$ cat config.mk
export PLATFORM = sky130hd
export DESIGN_NAME = ncl_counter_sequencer_flat
export DESIGN_NICKNAME = d
export VERILOG_FILES = /design/src/rtl/ncl_counter_sequencer_pkg.sv /design/src/rtl/ncl_counter_sequencer_if.sv /design/src/rtl/ncl_counter_sequencer_sync_detect.sv /design/src/rtl/ncl_counter_sequencer.sv /design/src/flat_wrapper.sv
export SDC_FILE = /design/constraint.sdc
export NUM_CORES = 1
export LEC_CHECK = 0
export CORE_MARGIN = 2
export CORE_UTILIZATION = 60
export DETAILED_ROUTE_END_ITERATION = 12
export DONT_BUFFER_PORTS = 1
export GPL_TIMING_DRIVEN = 0
export PLACE_DENSITY = 0.76
export SLEW_MARGIN = 20
export SYNTH_ARGS = -nofsm -noshare
export SYNTH_HDL_FRONTEND = slang
export SYNTH_SLANG_ARGS = --single-unit
$ cat constraint.sdc
create_clock -name clk -period 7 [get_ports clk]
set_clock_uncertainty 0.2 [all_clocks]
set_input_delay 0.7 -clock clk [delete_from_list [all_inputs] [get_ports clk]]
set_output_delay 0.7 -clock clk [all_outputs]
set_load 0.005 [all_outputs]
$ cat src/rtl/ncl_counter_sequencer_pkg.sv
// Shared types and dual-rail helper functions for the NCL counter sequencer.
// Rail vectors are zero-padded to DR_MAX_DIGITS digits; n selects how many digits count.
package ncl_ctrl_pkg;

  typedef enum logic [1:0] {
    IDLE      = 2'd0,
    WAIT_DATA = 2'd1,
    REQ_NULL  = 2'd2,
    ERROR     = 2'd3
  } state_t;

  localparam logic [1:0] ERR_NONE    = 2'd0;
  localparam logic [1:0] ERR_TIMEOUT = 2'd1;
  localparam logic [1:0] ERR_ILLEGAL = 2'd2;

  localparam int unsigned DR_MAX_DIGITS = 66;
  typedef logic [2*DR_MAX_DIGITS-1:0] dr_vec_t;
  typedef logic [DR_MAX_DIGITS-1:0]   dr_bin_t;

  function automatic logic [1:0] dr_digit(input dr_vec_t v, input int unsigned i);
    return 2'(v >> (2 * i));
  endfunction

  function automatic logic dr_all_data(input dr_vec_t v, input int unsigned n);
    logic ok;
    logic [1:0] d;
    ok = 1'b1;
    for (int unsigned i = 0; i < DR_MAX_DIGITS; i++) begin
      d  = dr_digit(v, i);
      ok = ok & ((i >= n) | (d[0] ^ d[1]));
    end
    return ok;
  endfunction

  function automatic logic dr_all_null(input dr_vec_t v, input int unsigned n);
    logic ok;
    logic [1:0] d;
    ok = 1'b1;
    for (int unsigned i = 0; i < DR_MAX_DIGITS; i++) begin
      d  = dr_digit(v, i);
      ok = ok & ((i >= n) | (d == 2'b00));
    end
    return ok;
  endfunction

  function automatic logic dr_illegal(input dr_vec_t v, input int unsigned n);
    logic bad;
    logic [1:0] d;
    bad = 1'b0;
    for (int unsigned i = 0; i < DR_MAX_DIGITS; i++) begin
      d   = dr_digit(v, i);
      bad = bad | ((i < n) & (d == 2'b11));
    end
    return bad;
  endfunction

  function automatic dr_bin_t dr_to_bin(input dr_vec_t v, input int unsigned n);
    dr_bin_t b;
    logic [1:0] d;
    b = '0;
    for (int unsigned i = 0; i < DR_MAX_DIGITS; i++) begin
      d = dr_digit(v, i);
      b = b | (dr_bin_t'(d[1] & (i < n)) << i);
    end
    return b;
  endfunction

endpackage

$ cat src/rtl/ncl_counter_sequencer_if.sv
// Ring-side dual-rail handshake plus the clocked value stream toward the consumer.
interface ncl_counter_sequencer_if #(parameter int unsigned WIDTH = 32);
  logic [2*WIDTH-1:0] sum_dr;
  logic [1:0]         carry_dr;
  logic               sum_ack;
  logic               carry_ack;
  logic               cnt_valid;
  logic               cnt_ready;
  logic [WIDTH-1:0]   cnt_value;
  logic               cnt_ovf;

  modport master (
    input  sum_dr, carry_dr, cnt_ready,
    output sum_ack, carry_ack, cnt_valid, cnt_value, cnt_ovf
  );

  modport slave (
    output sum_dr, carry_dr, cnt_ready,
    input  sum_ack, carry_ack, cnt_valid, cnt_value, cnt_ovf
  );
endinterface

$ cat src/rtl/ncl_counter_sequencer_sync_detect.sv
// Synchronises every sum/carry rail into clk and reports completeness once it has held
// for two consecutive synchronised samples; the carry is treated as an extra digit.
module ncl_dr_sync_detect
  import ncl_ctrl_pkg::*;
#(
  parameter int unsigned WIDTH       = 32,
  parameter int unsigned SYNC_STAGES = 2
) (
  input  logic               clk,
  input  logic               init,
  input  logic [2*WIDTH-1:0] sum_dr,
  input  logic [1:0]         carry_dr,
  output logic               all_data,
  output logic               all_null,
  output logic               illegal,
  output logic [WIDTH-1:0]   value,
  output logic               ovf
);
  localparam int unsigned NR = 2 * WIDTH + 2;

  logic [SYNC_STAGES-1:0][NR-1:0] sync_r;
  logic [NR-1:0] smp_s;
  logic data_now_s, null_now_s, ill_now_s;
  logic data_q_r, null_q_r, ill_q_r;

  // rail synchroniser chain, newest sample enters at stage 0
  always_ff @(posedge clk or posedge init) begin
    if (init) begin
      sync_r <= '0;
    end else begin
      sync_r <= {sync_r[SYNC_STAGES-2:0], {carry_dr, sum_dr}};
    end
  end

  assign smp_s      = sync_r[SYNC_STAGES-1];
  assign data_now_s = dr_all_data(dr_vec_t'(smp_s), WIDTH + 1);
  assign null_now_s = dr_all_null(dr_vec_t'(smp_s), WIDTH + 1);
  assign ill_now_s  = dr_illegal(dr_vec_t'(smp_s), WIDTH + 1);

  // previous-sample flags for the two-sample stability filter
  always_ff @(posedge clk or posedge init) begin
    if (init) begin
      data_q_r <= 1'b0;
      null_q_r <= 1'b0;
      ill_q_r  <= 1'b0;
    end else begin
      data_q_r <= data_now_s;
      null_q_r <= null_now_s;
      ill_q_r  <= ill_now_s;
    end
  end

  assign all_data = data_now_s & data_q_r;
  assign all_null = null_now_s & null_q_r;
  assign illegal  = ill_now_s & ill_q_r;
  assign value    = WIDTH'(dr_to_bin(dr_vec_t'(smp_s), WIDTH));
  assign ovf      = smp_s[NR-1];
endmodule

$ cat src/rtl/ncl_counter_sequencer.sv
// Clocked master for the dual-rail NCL counter ring: alternates DATA/NULL wavefronts,
// buffers each DATA value for a valid/ready consumer, and traps timeouts and illegal rails.
module ncl_counter_sequencer
  import ncl_ctrl_pkg::*;
#(
  parameter int unsigned WIDTH       = 32,
  parameter int unsigned SYNC_STAGES = 2,
  parameter int unsigned TIMEOUT     = 1023
) (
  input  logic                     clk,
  input  logic                     init,
  ncl_counter_sequencer_if.master  bus,
  input  logic                     run,
  input  logic                     step,
  input  logic [WIDTH-1:0]         target,
  input  logic                     target_en,
  output logic                     hit,
  output logic                     busy,
  output logic [1:0]               err
);
  localparam int unsigned WD_W = $clog2(TIMEOUT + 1);
  localparam logic [WD_W-1:0] WD_LAST = WD_W'(TIMEOUT - 1);

  state_t state_r, next_state_s;
  logic all_data_s, all_null_s, ill_s, ovf_s;
  logic [WIDTH-1:0] value_s;
  logic run_d_r, run_rise_s, step_mode_r, hit_flag_r;
  logic [WD_W-1:0] wd_r;
  logic waiting_s, stall_s, wd_expired_s, buf_free_s, latch_s, hit_now_s;
  logic ack_r, busy_r, valid_r, ovf_r, hit_r;
  logic [WIDTH-1:0] value_r;
  logic [1:0] err_r, err_next_s;
  logic ack_next_s, busy_next_s;

  ncl_dr_sync_detect #(.WIDTH(WIDTH), .SYNC_STAGES(SYNC_STAGES)) u_detect (
    .clk      (clk),
    .init     (init),
    .sum_dr   (bus.sum_dr),
    .carry_dr (bus.carry_dr),
    .all_data (all_data_s),
    .all_null (all_null_s),
    .illegal  (ill_s),
    .value    (value_s),
    .ovf      (ovf_s)
  );

  assign run_rise_s   = run & ~run_d_r;
  assign waiting_s    = (state_r == WAIT_DATA) || (state_r == REQ_NULL);
  assign buf_free_s   = ~valid_r | bus.cnt_ready;
  assign stall_s      = (state_r == WAIT_DATA) && all_data_s && !buf_free_s;
  assign wd_expired_s = waiting_s && (wd_r == WD_LAST) && !stall_s;
  assign latch_s      = (state_r == WAIT_DATA) && (next_state_s == REQ_NULL);
  assign hit_now_s    = target_en && (value_s == target);

  // state register
  always_ff @(posedge clk or posedge init) begin
    if (init) state_r <= IDLE;
    else      state_r <= next_state_s;
  end

  // next-state decode; an illegal rail pair overrides everything
  always_comb begin
    next_state_s = state_r;
    if (ill_s) begin
      next_state_s = ERROR;
    end else begin
      case (state_r)
        IDLE: begin
          if ((run_rise_s || step) && all_null_s) next_state_s = WAIT_DATA;
          else                                    next_state_s = IDLE;
        end
        WAIT_DATA: begin
          if (wd_expired_s)                  next_state_s = ERROR;
          else if (all_data_s && buf_free_s) next_state_s = REQ_NULL;
          else                               next_state_s = WAIT_DATA;
        end
        REQ_NULL: begin
          if (wd_expired_s)                              next_state_s = ERROR;
          else if (!all_null_s)                          next_state_s = REQ_NULL;
          else if (step_mode_r || hit_flag_r || !run)    next_state_s = IDLE;
          else                                           next_state_s = WAIT_DATA;
        end
        ERROR:   next_state_s = ERROR;
        default: next_state_s = ERROR;
      endcase
    end
  end

  // output decode from the upcoming state so the registered outputs track it
  always_comb begin
    ack_next_s  = 1'b1;
    busy_next_s = 1'b0;
    err_next_s  = err_r;
    case (next_state_s)
      WAIT_DATA: begin ack_next_s = 1'b0; busy_next_s = 1'b1; end
      REQ_NULL:  begin ack_next_s = 1'b1; busy_next_s = 1'b1; end
      IDLE:      begin ack_next_s = 1'b1; busy_next_s = 1'b0; end
      ERROR:     begin ack_next_s = 1'b1; busy_next_s = 1'b0; end
      default:   begin ack_next_s = 1'b1; busy_next_s = 1'b0; end
    endcase
    if (ill_s)             err_next_s = ERR_ILLEGAL;
    else if (wd_expired_s) err_next_s = ERR_TIMEOUT;
    else                   err_next_s = err_r;
  end

  // run edge detect, step/free-run mode, and per-phase watchdog
  always_ff @(posedge clk or posedge init) begin
    if (init) begin
      run_d_r     <= 1'b0;
      step_mode_r <= 1'b0;
      wd_r        <= '0;
    end else begin
      run_d_r <= run;
      if (state_r == IDLE && next_state_s == WAIT_DATA) step_mode_r <= ~run_rise_s;
      else                                              step_mode_r <= step_mode_r;
      if (!waiting_s || next_state_s != state_r) wd_r <= '0;
      else if (stall_s)                          wd_r <= wd_r;
      else                                       wd_r <= wd_r + WD_W'(1'b1);
    end
  end

  // registered handshake/status outputs and the single-entry value buffer
  always_ff @(posedge clk or posedge init) begin
    if (init) begin
      ack_r      <= 1'b1;
      busy_r     <= 1'b0;
      err_r      <= ERR_NONE;
      valid_r    <= 1'b0;
      value_r    <= '0;
      ovf_r      <= 1'b0;
      hit_r      <= 1'b0;
      hit_flag_r <= 1'b0;
    end else begin
      ack_r  <= ack_next_s;
      busy_r <= busy_next_s;
      err_r  <= err_next_s;
      hit_r  <= latch_s & hit_now_s;
      if (latch_s) begin
        valid_r    <= 1'b1;
        value_r    <= value_s;
        ovf_r      <= ovf_s;
        hit_flag_r <= hit_now_s;
      end else if (valid_r && bus.cnt_ready) begin
        valid_r <= 1'b0;
      end else begin
        valid_r <= valid_r;
      end
    end
  end

  assign bus.sum_ack   = ack_r;
  assign bus.carry_ack = ack_r;
  assign bus.cnt_valid = valid_r;
  assign bus.cnt_value = value_r;
  assign bus.cnt_ovf   = ovf_r;
  assign hit           = hit_r;
  assign busy          = busy_r;
  assign err           = err_r;
endmodule

$ cat src/flat_wrapper.sv
// flat-port wrapper written by rule: the top's interface ports become plain ports
module ncl_counter_sequencer_flat import ncl_ctrl_pkg::*;
#(
  parameter int unsigned WIDTH       = 32,
  parameter int unsigned SYNC_STAGES = 2,
  parameter int unsigned TIMEOUT     = 1023
)
  (clk, init, run, step, target, target_en, hit, busy, err, bus_sum_dr, bus_carry_dr, bus_cnt_ready, bus_sum_ack, bus_carry_ack, bus_cnt_valid, bus_cnt_value, bus_cnt_ovf);
  ncl_counter_sequencer_if #(.WIDTH(WIDTH)) bus_i ();
  input  logic clk;
  input  logic init;
  input  logic run;
  input  logic step;
  input  logic [WIDTH-1:0] target;
  input  logic target_en;
  output logic hit;
  output logic busy;
  output logic [1:0] err;
  input wire logic [$bits(bus_i.sum_dr)-1:0] bus_sum_dr;
  input wire logic [$bits(bus_i.carry_dr)-1:0] bus_carry_dr;
  input wire logic [$bits(bus_i.cnt_ready)-1:0] bus_cnt_ready;
  output wire logic [$bits(bus_i.sum_ack)-1:0] bus_sum_ack;
  output wire logic [$bits(bus_i.carry_ack)-1:0] bus_carry_ack;
  output wire logic [$bits(bus_i.cnt_valid)-1:0] bus_cnt_valid;
  output wire logic [$bits(bus_i.cnt_value)-1:0] bus_cnt_value;
  output wire logic [$bits(bus_i.cnt_ovf)-1:0] bus_cnt_ovf;
  assign bus_i.sum_dr = bus_sum_dr;
  assign bus_i.carry_dr = bus_carry_dr;
  assign bus_i.cnt_ready = bus_cnt_ready;
  assign bus_sum_ack = bus_i.sum_ack;
  assign bus_carry_ack = bus_i.carry_ack;
  assign bus_cnt_valid = bus_i.cnt_valid;
  assign bus_cnt_value = bus_i.cnt_value;
  assign bus_cnt_ovf = bus_i.cnt_ovf;
  ncl_counter_sequencer #(.WIDTH(WIDTH), .SYNC_STAGES(SYNC_STAGES), .TIMEOUT(TIMEOUT)) u_core (.clk(clk), .init(init), .bus(bus_i), .run(run), .step(step), .target(target), .target_en(target_en), .hit(hit), .busy(busy), .err(err));
endmodule
# --- Word level (Yosys, flattened, before mapping) ---
# Cells that the tools add are included.
op_classes:
  addsub: 1
  eq_ne: 43
  reduce_logical: 59
  muxes: 16
  bitwise: 169
ops:
  columns: ["cell", "n"]
  rows:
  - ["$eq 2x2->1 const B", 37]
  - ["$logic_not 2->1", 35]
  - ["$and 1x1->1", 69]
  - ["$or 1x1->1", 33]
  - ["$xor 1x1->1", 33]
  - ["$eq 32x32->1", 1]
  - ["$or 32x10->32", 1]
  - ["$or 32x11->32", 1]
  - ["$or 32x12->32", 1]
  - ["$or 32x13->32", 1]
  - ["$or 32x14->32", 1]
  - ["$or 32x15->32", 1]
  - ["$or 32x16->32", 1]
  - ["$or 32x17->32", 1]
  - ["$or 32x18->32", 1]
  - ["$or 32x19->32", 1]
  - ["$or 32x20->32", 1]
  - ["$or 32x21->32", 1]
  - ["$or 32x22->32", 1]
  - ["$or 32x23->32", 1]
  - ["$or 32x24->32", 1]
  - ["$or 32x25->32", 1]
  - ["$or 32x26->32", 1]
  - ["$or 32x27->32", 1]
  - ["30 further kinds", 62]
totals:
  inputBits: 104
  ff_bits: 189
  out_inout_bits: 40

# --- Depth between registers and ports, before layout ---
depth:
  depth_word: 44
  depth_mapped: 13
  depth_no_buf: 10

# --- Cells and area by module ---
# A second synthesis with hierarchy kept.
unflattened:
  cells_unflattened: 575
  area_unflattened_um2: 7782.5
modules_own_cells:
  columns: ["module", "area_each_um2", "seq_area_each_um2", "cells_each", "n_inst"]
  rows:
  - ["ncl_dr_sync_detect", 4966.0, 3378.2, 342, 1]
  - ["ncl_counter_sequencer", 2816.5, 1352.5, 233, 1]

# --- Worst setup path before layout ---
# No wires, ideal clock.
synth_timing:
  path_type: "register -> register"
  startpoint: "register u_core.u_detect.sync_r (netlist bit u_core.u_detect.smp_s[55])"
  endpoint: "register u_core.ovf_r, in the netlist u_core.bus.cnt_ovf"
  arrival_ps: 2746
  required_time_ps: 6675
  setup_ps: 125
  path_slack_ps: 3929
  synth_period_minus_slack_ps: 3071
  stages_incl_launch_ff: 14
  cell_sequence: "dfrtp_1 > inv_1 > ha_1 > nand4_1 > nor4_1 > nand4_1 > clkbuf_1 > a21oi_1 > a31oi_4 > nor2_2 > and3_1 > buf_6 > buf_12 > mux2_4"
synth_via:
  elab_chain_cells: 17
  word_cells_on_any_way: 39
  classes_between: "eq/ne (2); mux (7); bitwise (22); reduce/logical (8)"
synth_rtl:
  columns: ["element", "line", "source"]
  rows:
  - ["from (decl)", "ncl_counter_sequencer_sync_detect.sv:21", "logic [SYNC_STAGES-1:0][NR-1:0] sync_r;"]
  - ["from (signal assigned)", "ncl_counter_sequencer_sync_detect.sv:31", "sync_r <= {sync_r[SYNC_STAGES-2:0], {carry_dr, sum_dr}};"]
  - ["$xor 1x1->1", "ncl_counter_sequencer_pkg.sv:30", "ok = ok & ((i >= n) | (d[0] ^ d[1]));"]
  - ["$and 1x1->1 (6 in a row)", "ncl_counter_sequencer_pkg.sv:30", null]
  - ["$and 1x1->1", "ncl_counter_sequencer_sync_detect.sv:53", "assign all_data = data_now_s & data_q_r;"]
  - ["$logic_and 1x1->1 (2 in a row)", "ncl_counter_sequencer.sv:50", "assign stall_s = (state_r == WAIT_DATA) && all_data_s && !buf_free_s;"]
  - ["$logic_not 1->1", "ncl_counter_sequencer.sv:51", "assign wd_expired_s = waiting_s && (wd_r == WD_LAST) && !stall_s;"]
  - ["$logic_and 1x1->1", "ncl_counter_sequencer.sv:51", null]
  - ["$mux 2, on equally long branches", "ncl_counter_sequencer.sv:78, ncl_counter_sequencer.sv:73", null]
  - ["$pmux 2 s4", "ncl_counter_sequencer.sv:67", "case (state_r)"]
  - ["$mux 2 (*)", "ncl_counter_sequencer.sv:64", "if (ill_s) begin"]
  - ["$eq 2x2->1 (*)", "ncl_counter_sequencer.sv:52", "assign latch_s = (state_r == WAIT_DATA) && (next_state_s == REQ_NULL);"]
  - ["$logic_and 1x1->1 (*)", "ncl_counter_sequencer.sv:52", null]
  - ["to (signal assigned)", "ncl_counter_sequencer.sv:141", "ovf_r <= ovf_s;"]
  - ["to (decl)", "ncl_counter_sequencer.sv:30", "logic ack_r, busy_r, valid_r, ovf_r, hit_r;"]
# Every way passes the cells marked *; elsewhere a longest branch is shown, timed or not.
# A chain may end at the register's enable or synchronous reset.

# --- Final worst setup path ---
layout_timing:
  startpoint: "register u_core.u_detect.sync_r (netlist bit u_core.u_detect.smp_s[55])"
  endpoint: "register u_core.value_r[25], in the netlist u_core.bus.cnt_value[25]"
layout_via:
  elab_chain_cells: 17
  word_cells_on_any_way: 39
  classes_between: "eq/ne (2); mux (7); bitwise (22); reduce/logical (8)"
layout_rtl:
  columns: ["element", "line", "source"]
  rows:
  - ["$xor 1x1->1", "ncl_counter_sequencer_pkg.sv:30", null]
  - ["$and 1x1->1 (6 in a row)", "ncl_counter_sequencer_pkg.sv:30", null]
  - ["$and 1x1->1", "ncl_counter_sequencer_sync_detect.sv:53", null]
  - ["$logic_and 1x1->1 (2 in a row)", "ncl_counter_sequencer.sv:50", null]
  - ["$logic_not 1->1", "ncl_counter_sequencer.sv:51", null]
  - ["$logic_and 1x1->1", "ncl_counter_sequencer.sv:51", null]
  - ["$mux 2, on equally long branches", "ncl_counter_sequencer.sv:78, ncl_counter_sequencer.sv:73", null]
  - ["$pmux 2 s4", "ncl_counter_sequencer.sv:67", null]
  - ["$mux 2 (*)", "ncl_counter_sequencer.sv:64", null]
  - ["$eq 2x2->1 (*)", "ncl_counter_sequencer.sv:52", null]
  - ["$logic_and 1x1->1 (*)", "ncl_counter_sequencer.sv:52", null]
  - ["to (signal assigned)", "ncl_counter_sequencer.sv:140", "value_r <= value_s;"]
  - ["to (decl)", "ncl_counter_sequencer.sv:31", "logic [WIDTH-1:0] value_r;"]
# Marked as above.

==> impl_results.md <==
- Status: finished, final reports clean
- Final nets: approximately 740
- Placer Congestion: 0.887
- DRC: 0
- Crit-path max cell delay: ~0.64 ns
- First-pass DRT Iterations: 4
- Syn nets: 724
- Cts repair resizes: 0
- RSZ-0062 raised after global routing: no
- Worst slew margin relative to its limit: 0.366
- Final Hold Fails: 0
- Post-route minimum period: 3.91 ns
- Asr flop ratio synth: 1.00
- R2R Setup Slk: slightly above 3 ns
- Vias in the first global route: 4,409
- Worst path cell trace: inv_1 > ha_1 > nand4_1 > nor4_1 > nand4_1 > clkbuf_1 > a21oi_1 > a31oi_4 > nor2_2 > and3_1 > buf_6 > buf_12 > mux2_4
- CTS tree: built
- Clk Latency, worst-skew pair: 0.43 ns
- # clock sinks: roughly 190
- Port-buffer cells: 0
- Sw power: 518 uW
- Setup crit end kind: flop
- Initial antenna violation count: 2
- Die H: 117 microns
- Starting density of the core: 0.607
- Post-DRT Antenna Nets: 0
- Mapped Cells: 548
- Worst Setup SP: u_core.u_detect.smp_s[55]$_DFF_PP0_
- Post-synthesis sequential area ratio: 0.622
- Routed WL: 15.1 mm
- CTS root buf: clkbuf_16
- Req. time, crit path: 7.12 ns
- Most common cell in the netlist: dfrtp_1
- Clock slew at reported path FFs: 0.07 ns
- Netlist Area Pre-Place: 7600 sq um
- Clk pwr share: 0.434
- Overall routing resource usage: 0.243
- Share of layout cells above drive strength 1: 0.133
- RR Startpoint: u_core.u_detect.smp_s[55]$_DFF_PP0_
- Fin crit share: 0.559
- Postcts setup bufs: 0
- FMAX: between 0.2 and 0.3 GHz
- H-tree depth: 4
- Synth area leader: dfrtp_1
- Vias per inst: about 5.4
- CP most frequent cell: nand4_1
- Sequential power share: 0.527
- Post-synth EDFFs: 0
- Post-Route Setup TNS: 0 ns
- Synth top area share: 0.619
- Max_cap viols: 0
- CP max-delay cell: nor4_1
- Core area: ~13,000 sq um
- Rows: 41
- Reg-to-reg critical path endpoint: u_core.bus.cnt_value[25]$_DFFE_PP0P_
- #FFs+latches synth: 189
- Largest cells by area after synthesis: dfrtp_1, ha_1, mux2_4
- Syn Area/Cell: 13.9 sq um
- Final slew viol count: 0
- Worst ir drop on vdd: approximately 0.00021 V
- Cell variety after synth: 46
- LEAKAGE: 0.00407 uW
- Die extent in x: around 120 microns
- Total CTS buffers: 17
- Largest net degree at the start of global routing: 101
- First-pass GRT wire length: 23.6 mm
- Avg WL per Cell: 20.0 microns
- # IOs: 144
- Sw Ratio: 0.236
- Full die area: roughly 14,000 sq um
- Grt ovf: 0
- Dpl hpwl: 11.2 mm
- Via Count: 4,046
- Critical path type: reg2reg
- PwrDens: 260 nW/um^2
- Post-synth top cells: dfrtp_1, inv_1, ha_1
- Pwr Total: 2200 uW
- CP endpoint: u_core.bus.cnt_value[25]$_DFFE_PP0P_
- First DRT Iteration DRCs: 261
- CTS max path bufs: 2
- Layout area overhead: 11.1%
- Tightest Pin Transition: 0.938 ns
- Crit start category: flop
- Crit Path Max Fanout: 10
- FF-to-FF path depth: 13
- Combinational power share: 0.038
- Int Pwr: 1680 uW
- Most common flop cell mapped by yosys: dfrtp_1
- Worst hold path class: in2async
- Critical path arrival: 4.03 ns
- Syn. warnings: 0
- # hold bufs at CTS: 0
- Final Setup Violations: 0
==> layout by cell type, fill, tap and decap left out, types with 2 or more instances in the layout <==
cell | netlist | layout
a21oi_1 | 5 | 5
and2_1 | 2 | 2
and3_1 | 5 | 5
buf_12 | 3 | 3
clkbuf_16 | 0 | 17
clkinv_2 | 0 | 2
clkinvlp_4 | 0 | 2
dfrtp_1 | 188 | 188
diode_2 | 0 | 2
ha_1 | 72 | 72
inv_1 | 76 | 75
inv_6 | 0 | 3
inv_8 | 0 | 5
mux2_1 | 2 | 2
mux2_4 | 30 | 30
nand2_1 | 17 | 17
nand2b_1 | 2 | 2
nand3_1 | 5 | 5
nand4_1 | 30 | 30
nor2_1 | 24 | 24
nor3_1 | 3 | 3
nor4_1 | 12 | 12
nor4_2 | 2 | 2
o21a_1 | 2 | 2
o21ai_0 | 3 | 3
or2_1 | 2 | 2
xnor2_1 | 31 | 31
xor2_1 | 8 | 8
==> area by class of cell <==
cell class | instances | area [sq um]
antenna | 2 | 5.00
buffer | 6 | 82.6
clock buffer | 18 | 439
clock inverter | 14 | 151
fill | 890 | 4070
inverter | 76 | 293
multi-input combinational | 277 | 2500
sequential | 189 | 4730
tap | 172 | 215
timing repair buffer | 1 | 27.5
==> flip-flops by register name, summed over array words and instances (netlist names), 2 cells and up <==
register / cells
u_core.err: 2
u_core.u_detect.smp_s: 66
u_core.wd_r: 10
u_core.state_r: 2
u_core.bus.cnt_value: 32
u_core.u_detect.sync_r: 66
==> critical path, delay by kind of cell (launching register included) <==
family          cells  cell delay (ns)
flops               1             0.51
simple gates        5             1.34
compound gates      2             0.44
buf+inv             4             0.71
mux                 1             0.31
fa+ha+maj           1             0.28
==> cell families after synthesis <==
family,after synthesis,share of synthesized area
xor gates and xnor gates,39,0.0449
DFF,189,0.622
AOI/OAI and AO/OA,21,0.0211
muxes,34,0.0650
buffers and inverters,82,0.0484
and+or+nand+nor,111,0.0795
adders and majority gates,72,0.119
==> stage by stage <==
stage          cells  utilization  worst slack (ns)  area [sq um]  hold slack [ns]
2_1_floorplan    548            -             0.960          7600            0.131
3_3_place_gp     720        0.624            -0.475          7820            0.131
4_1_cts          753        0.674              3.10          8440           0.0459
5_1_grt          754        0.675              2.73          8440           0.0606
6_report         755        0.675              3.09          8450           0.0126
3_5_place_dp     721        0.627              3.13          7850            0.135
==> how the worst min path moves through the flow <==
stage                                          from                              endpoint  cells after the start
6_report                                       init  u_core.bus.cnt_value[17]$_DFFE_PP0P_                      1
5_1_grt                              bus_sum_dr[45]  u_core.u_detect.sync_r[45]$_DFF_PP0_                      0
4_1_cts                                        init  u_core.bus.cnt_value[25]$_DFFE_PP0P_                      1
3_5_place_dp   u_core.u_detect.sync_r[27]$_DFF_PP0_   u_core.u_detect.smp_s[27]$_DFF_PP0_                      0
3_3_place_gp   u_core.u_detect.sync_r[51]$_DFF_PP0_   u_core.u_detect.smp_s[51]$_DFF_PP0_                      0
2_1_floorplan   u_core.u_detect.sync_r[0]$_DFF_PP0_    u_core.u_detect.smp_s[0]$_DFF_PP0_                      0
==> layer usage <==
| metal | track usage | vias up | part of all wire |
|---|---|---|---|
| met1 | 0.307 | 2030 | 0.41 |
| met4 | 0.0831 | 0 | 0.020 |
| met2 | 0.383 | 138 | 0.49 |
| li1 | - | 1853 | - |
| met5 | 0 | - | 0 |
| met3 | 0.103 | 25 | 0.082 |
==> power groups by stage <==
stage / clock [uW] / sequential [uW] / combinational [uW]
floorplan: 0 / 1170 / 61.2
global placement: 0 / 1180 / 80.6
detailed placement: 0 / 1180 / 85.7
CTS: 974 / 1160 / 87.0
global route: 1020 / 1160 / 99.4
finish: 954 / 1160 / 84.5
(Power assumes the default switching activity.)
